--- config.mk ---
export PLATFORM = sky130hd
export DESIGN_NAME = md_unit
export DESIGN_NICKNAME = d
export VERILOG_FILES = /design/src/rtl/md_unit_pkg.sv /design/src/rtl/md_step.sv /design/src/rtl/md_unit.sv
export SDC_FILE = /design/constraint.sdc
export NUM_CORES = 1
export LEC_CHECK = 0
export CAP_MARGIN = 20
export CORE_ASPECT_RATIO = 1.5
export CORE_MARGIN = 5
export CORE_UTILIZATION = 60
export CTS_CLUSTER_DIAMETER = 150
export DETAILED_ROUTE_END_ITERATION = 16
export PLACE_DENSITY = 0.82
export SETUP_SLACK_MARGIN = 0.4
export SYNTH_ARGS = -nofsm -noshare
export SYNTH_HDL_FRONTEND = slang
export SYNTH_HIERARCHICAL = 1
export SYNTH_SLANG_ARGS = --single-unit
--- constraint.sdc ---
create_clock -name clk -period 7.5 [get_ports clk]
set_clock_uncertainty 0.05 [all_clocks]
set_input_delay 2.25 -clock clk [delete_from_list [all_inputs] [get_ports clk]]
set_output_delay 2.25 -clock clk [all_outputs]
set_load 0.05 [all_outputs]
--- src/rtl/md_unit_pkg.sv ---
// md_unit_pkg: shared op codes, FSM state type and helpers for the
// multiply/divide sequencer.
package md_unit_pkg;

  localparam logic [2:0] MD_MULT  = 3'd0;
  localparam logic [2:0] MD_MULTU = 3'd1;
  localparam logic [2:0] MD_DIV   = 3'd2;
  localparam logic [2:0] MD_DIVU  = 3'd3;
  localparam logic [2:0] MD_MTHI  = 3'd4;
  localparam logic [2:0] MD_MTLO  = 3'd5;

  localparam logic [5:0] MD_LAST_STEP = 6'd31;

  typedef enum logic [1:0] {
    MDS_IDLE = 2'd0,
    MDS_MUL  = 2'd1,
    MDS_DIV  = 2'd2,
    MDS_FIX  = 2'd3
  } md_state_e;

  // Two's-complement magnitude; 0x80000000 maps to itself, which is the
  // correct unsigned magnitude.
  function automatic logic [31:0] abs32(input logic [31:0] v);
    return v[31] ? (~v + 32'd1) : v;
  endfunction

endpackage

--- src/rtl/md_step.sv ---
// md_step: one combinational iteration of the sequencer.
//   acc      : 64-bit accumulator. Multiply: {partial product, multiplier}.
//              Divide: {partial remainder, dividend/quotient bits}.
//   opnd     : multiplicand (multiply) or divisor (divide) magnitude.
//   mode     : 0 = shift-add multiply step, 1 = restoring divide step.
//   acc_next : accumulator after the step.
module md_step
  import md_unit_pkg::*;
(
  input  logic [63:0] acc,
  input  logic [31:0] opnd,
  input  logic        mode,
  output logic [63:0] acc_next
);

  logic [32:0] mul_sum;
  logic [32:0] div_shift;
  logic [33:0] div_diff;

  always_comb begin
    mul_sum   = {1'b0, acc[63:32]} + (acc[0] ? {1'b0, opnd} : 33'd0);
    div_shift = {acc[63:32], acc[31]};
    div_diff  = {1'b0, div_shift} - {2'b00, opnd};
    acc_next  = '0;
    if (!mode) begin
      acc_next = {mul_sum, acc[31:1]};
    end else if (!div_diff[33]) begin
      // Remainder stays below the divisor, so the low 32 bits hold it.
      acc_next = {div_diff[31:0], acc[30:0], 1'b1};
    end else begin
      acc_next = {div_shift[31:0], acc[30:0], 1'b0};
    end
  end

endmodule

--- src/rtl/md_unit.sv ---
// md_unit: iterative multiply/divide sequencer owning HI/LO.
//   clk, reset (sync, active-low)
//   start, MDOp, A, B : request from EX
//   busy              : high while a 32-step sequence plus FIX runs
//   HI, LO            : architectural HI/LO registers
//
// state    | meaning
// ---------+------------------------------------------------
// MDS_IDLE | waiting; accepts mult/div starts and MTHI/MTLO
// MDS_MUL  | 32 shift-add steps
// MDS_DIV  | 32 restoring-divide steps
// MDS_FIX  | sign correction and HI/LO write-back
module md_unit
  import md_unit_pkg::*;
(
  input  logic        clk,
  input  logic        reset,
  input  logic        start,
  input  logic [2:0]  MDOp,
  input  logic [31:0] A,
  input  logic [31:0] B,
  output logic        busy,
  output logic [31:0] HI,
  output logic [31:0] LO
);

  md_state_e   state;
  logic [5:0]  cnt;
  logic [63:0] acc;
  logic [31:0] opnd;
  logic        neg_q;
  logic        neg_r;
  logic        is_div;
  logic        div_zero;

  logic        signed_op;
  logic [31:0] a_mag;
  logic [31:0] b_mag;
  logic [63:0] step_out;
  logic [63:0] prod_fix;
  logic [31:0] quot_fix;
  logic [31:0] rem_fix;

  assign signed_op = (MDOp == MD_MULT) || (MDOp == MD_DIV);
  assign a_mag     = signed_op ? abs32(A) : A;
  assign b_mag     = signed_op ? abs32(B) : B;

  assign prod_fix  = neg_q ? (~acc + 64'd1) : acc;
  assign quot_fix  = neg_q ? (~acc[31:0] + 32'd1) : acc[31:0];
  assign rem_fix   = neg_r ? (~acc[63:32] + 32'd1) : acc[63:32];

  md_step u_step (
    .acc      (acc),
    .opnd     (opnd),
    .mode     (state == MDS_DIV),
    .acc_next (step_out)
  );

  always_ff @(posedge clk) begin
    if (!reset) begin
      state    <= MDS_IDLE;
      cnt      <= '0;
      acc      <= '0;
      opnd     <= '0;
      neg_q    <= 1'b0;
      neg_r    <= 1'b0;
      is_div   <= 1'b0;
      div_zero <= 1'b0;
      busy     <= 1'b0;
      HI       <= '0;
      LO       <= '0;
    end else begin
      case (state)
        MDS_IDLE: begin
          if (start) begin
            case (MDOp)
              MD_MULT, MD_MULTU: begin
                acc      <= {32'd0, b_mag};
                opnd     <= a_mag;
                neg_q    <= signed_op & (A[31] ^ B[31]);
                neg_r    <= 1'b0;
                is_div   <= 1'b0;
                div_zero <= 1'b0;
                cnt      <= '0;
                busy     <= 1'b1;
                state    <= MDS_MUL;
              end
              MD_DIV, MD_DIVU: begin
                acc      <= {32'd0, a_mag};
                opnd     <= b_mag;
                neg_q    <= signed_op & (A[31] ^ B[31]);
                neg_r    <= signed_op & A[31];
                is_div   <= 1'b1;
                div_zero <= (B == 32'd0);
                cnt      <= '0;
                busy     <= 1'b1;
                state    <= MDS_DIV;
              end
              MD_MTHI: HI <= A;
              MD_MTLO: LO <= A;
              default: ;
            endcase
          end
        end
        MDS_MUL, MDS_DIV: begin
          acc <= step_out;
          cnt <= cnt + 6'd1;
          if (cnt == MD_LAST_STEP) state <= MDS_FIX;
        end
        MDS_FIX: begin
          if (!is_div) begin
            HI <= prod_fix[63:32];
            LO <= prod_fix[31:0];
          end else if (!div_zero) begin
            HI <= rem_fix;
            LO <= quot_fix;
          end
          busy  <= 1'b0;
          state <= MDS_IDLE;
        end
        default: state <= MDS_IDLE;
      endcase
    end
  end

endmodule
==> metrics.cfg <==
[drt]
dr.pass1.iters=6
wl_met1_um=21100
via_count=17300
maxUsedRoutingLayer=met5
drt_wl_total_um=62700
drcViolationCount=0
wire_per_inst_um=25.5
viasPerCell=7.01
final_antenna_net_count=0
wl_met2_um=30200
drt_iter0_markers=1992
met3_length_um=5550

[run]
cap_violations=0

[timing]
hold_viol_final=0
fin_crit_sh_pct=68.0
finalMaxSlewViolations=0
rsz0062_at_grt=no
fin_setup_tns_ns=0
finalSetupViolCount=0
max_freq_ghz=0.196
finalCriticalPeriod_ns=5.10
slew_headroom_pct=28.6
tightest_slew_ns=1.07

[synthesis]
avgSynthCellArea_um2=7.55
synthCells=2073
netlist_area_mm2=0.0156
synthesis.nets=2217
synth-seq-cells=173
yosysWarnings=6
ys_seq_area_share_pct=22.1
synth_edf_count=0
synthFlopType=dfxtp_1
synthArstFlopShare_pct=0
yosysUniqueCellTypes=96

[global_routing]
grt.overflow.total=0
grt_pass1_wl_um=94700
grt_max_degree=79
grt_pass1_vias=16400
antenna_found_initial=3
grt_usage_pct=41.0

[clock_tree]
h-tree-depth=4
post_cts_buffers=0
post_cts_resized=0
cts_hold_buf=0
cts.clk_slew.worst_paths_ns=0.07
tritoncts=built
cts-root-buf=clkbuf_16
clockBufferDepth=2
cts_sinks=173
cts_buffers=17
clk_latency_ns=0.47

[worst_setup_path]
cp-start-kind=input port
endpoint_kind=flop
required_ns=7.84
path_class=input port to flop
crit_arrival_ns=5.44
cp_max_fo=11

[final_layout]
mostFrequentLayoutCells=nor2_1 (216), a21oi_1 (189), dfxtp_1 (173)
antennaDiodeCount=0
fin_nets=2262
finalNonFillerCells=2463
drive_gt1_share_pct=7.14
final_common_cell=nor2_1
areaGrowthSynthToFinish_pct=12.9

[placed_design]
port_buffers=134
place_inst=2431
place_hpwl_um=46500
finalWeightedCongestion=0.987

[status]
outcome=complete, no violations

[floorplan]
io_pins=135
die_h_um=208
die_w_um=142
initial_core_util_pct=60.7
rows=72
dieArea_mm2=0.0295
coreArea_mm2=0.0258

[power_and_ir_drop]
leakage_nw=7.03
powerDensity_mw_per_mm2=258
ir_worst_vdd_uv=315

[min_path]
hold_class=flop to flop

-- path summary, 6_finish.rpt --
check | startpoint | end | slack (ns) | depth (start not counted)
worst min register to register | LO[20]$_SDFFE_PN0P_ | LO[20]$_SDFFE_PN0P_ | 0.41 | 2
worst max register to register | acc[0]$_SDFFE_PN0P_ | acc[61]$_SDFFE_PN0P_ | 3.24 | 15
worst max-delay path | A[0] | acc[28]$_SDFFE_PN0P_ | 2.40 | 9
worst min-delay path | LO[20]$_SDFFE_PN0P_ | LO[20]$_SDFFE_PN0P_ | 0.41 | 2
-- metal layers --
layer  GRT usage [%]  vias up
met5               0        -
met4            30.9        4
met3            9.13      320
met2            69.2     1060
met1            44.1     8059
li1                -     7815
-- worst max-delay path, cell delays in order --
cell,delay [ns]
clkdlybuf4s50_1,0.52
inv_1,0.15
ha_1,0.18
nor3b_1,0.48
nand4_1,0.63
o41ai_1,0.59
xor2_1,0.14
a221o_1,0.34
a22oi_1,0.17
-- cells in the mapped netlist (6+ instances only) --
cell        n  share of area [%]
nor2_1    217                5.2
a21oi_1   190                6.1
dfxtp_1   173                 22
nand2_1   146                3.5
o21ai_0   117                3.7
clkbuf_1  112                2.7
xnor2_1    85                4.8
xor2_1     73                4.1
ha_1       72                5.8
inv_1      67                1.6
mux2i_1    49                3.1
nand3_1    48                1.5
a22oi_1    46                2.2
nor3_1     41                1.3
a21o_1     39                1.9
and2_1     38                1.5
mux2_2     34                2.4
o211ai_1   33                1.6
a31oi_1    32                1.3
o31ai_1    32                1.5
a221oi_1   27                1.5
o41ai_1    27                1.5
a211oi_1   26                1.2
or3_1      26                1.0
and3_1     22               0.88
nor4_1     21               0.84
or4_1      21                1.0
nand4_1    17               0.68
o21a_1     15               0.72
a211o_1    14               0.78
nand2b_1   13               0.52
nor2b_1    13               0.52
buf_1      11               0.26
a31o_2     10               0.56
o221ai_1    9               0.50
o21bai_1    8               0.38
o21ai_1     7               0.22
or2_2       7               0.28
buf_2       6               0.19
nand3b_1    6               0.29
o31a_1      6               0.34
-- stage by stage --
step / hold slack [ns] / cell area [µm²] / total power, W / utilization (%) / setup WS (ns)
after floorplan: 0.390 / 15600 / 0.00286 / - / 3.18
after CTS: 0.413 / 17700 / 0.00449 / 68.5 / 2.47
after global placement: 0.397 / 17100 / 0.00354 / 66.3 / 2.05
after detailed placement: 0.404 / 17100 / 0.00357 / 66.3 / 2.01
final: 0.408 / 17700 / 0.00456 / 68.6 / 2.40
after global routing: 0.439 / 17700 / 0.00475 / 68.6 / 2.25
-- area by class of cell --
cell class,instances,area [µm²]
clock buffers,19,443
clock inverters,12,138
fillers,2283,8100
inverters,70,264
multi-input cells,1695,11400
flip-flops and latches,173,3460
well taps,333,417
repair buffers,161,1540
-- sequential cells by signal, summed over array words and instances, names as in the netlist --
register / flops
acc: 64
HI: 32
LO: 32
opnd: 32
cnt: 6
state: 2
busy: 1
div_zero: 1
is_div: 1
neg_q: 1
neg_r: 1
-- where the power goes --
part	total, W	switching [W]	internal (W)	leakage [nW]
Sequential	0.00138	0.000292	0.00109	1.41
Combinational	0.00226	0.00146	0.000798	5.35
Clock	0.000925	0.000424	0.000501	0.274
-- cell families (layout without fill, tap and decap cells) --
kind of cell | Yosys count | in the layout | share of synthesized area (%)
AOI/OAI and AO/OA | 709 | 709 | 30.8
xor gates and xnor gates | 158 | 158 | 8.84
adders and majority gates | 74 | 74 | 6.01
buffers and inverters | 205 | 262 | 5.24
DFF | 173 | 173 | 22.1
muxes | 83 | 83 | 5.58
and+or+nand+nor | 671 | 671 | 21.4
(Power assumes the default switching activity.)
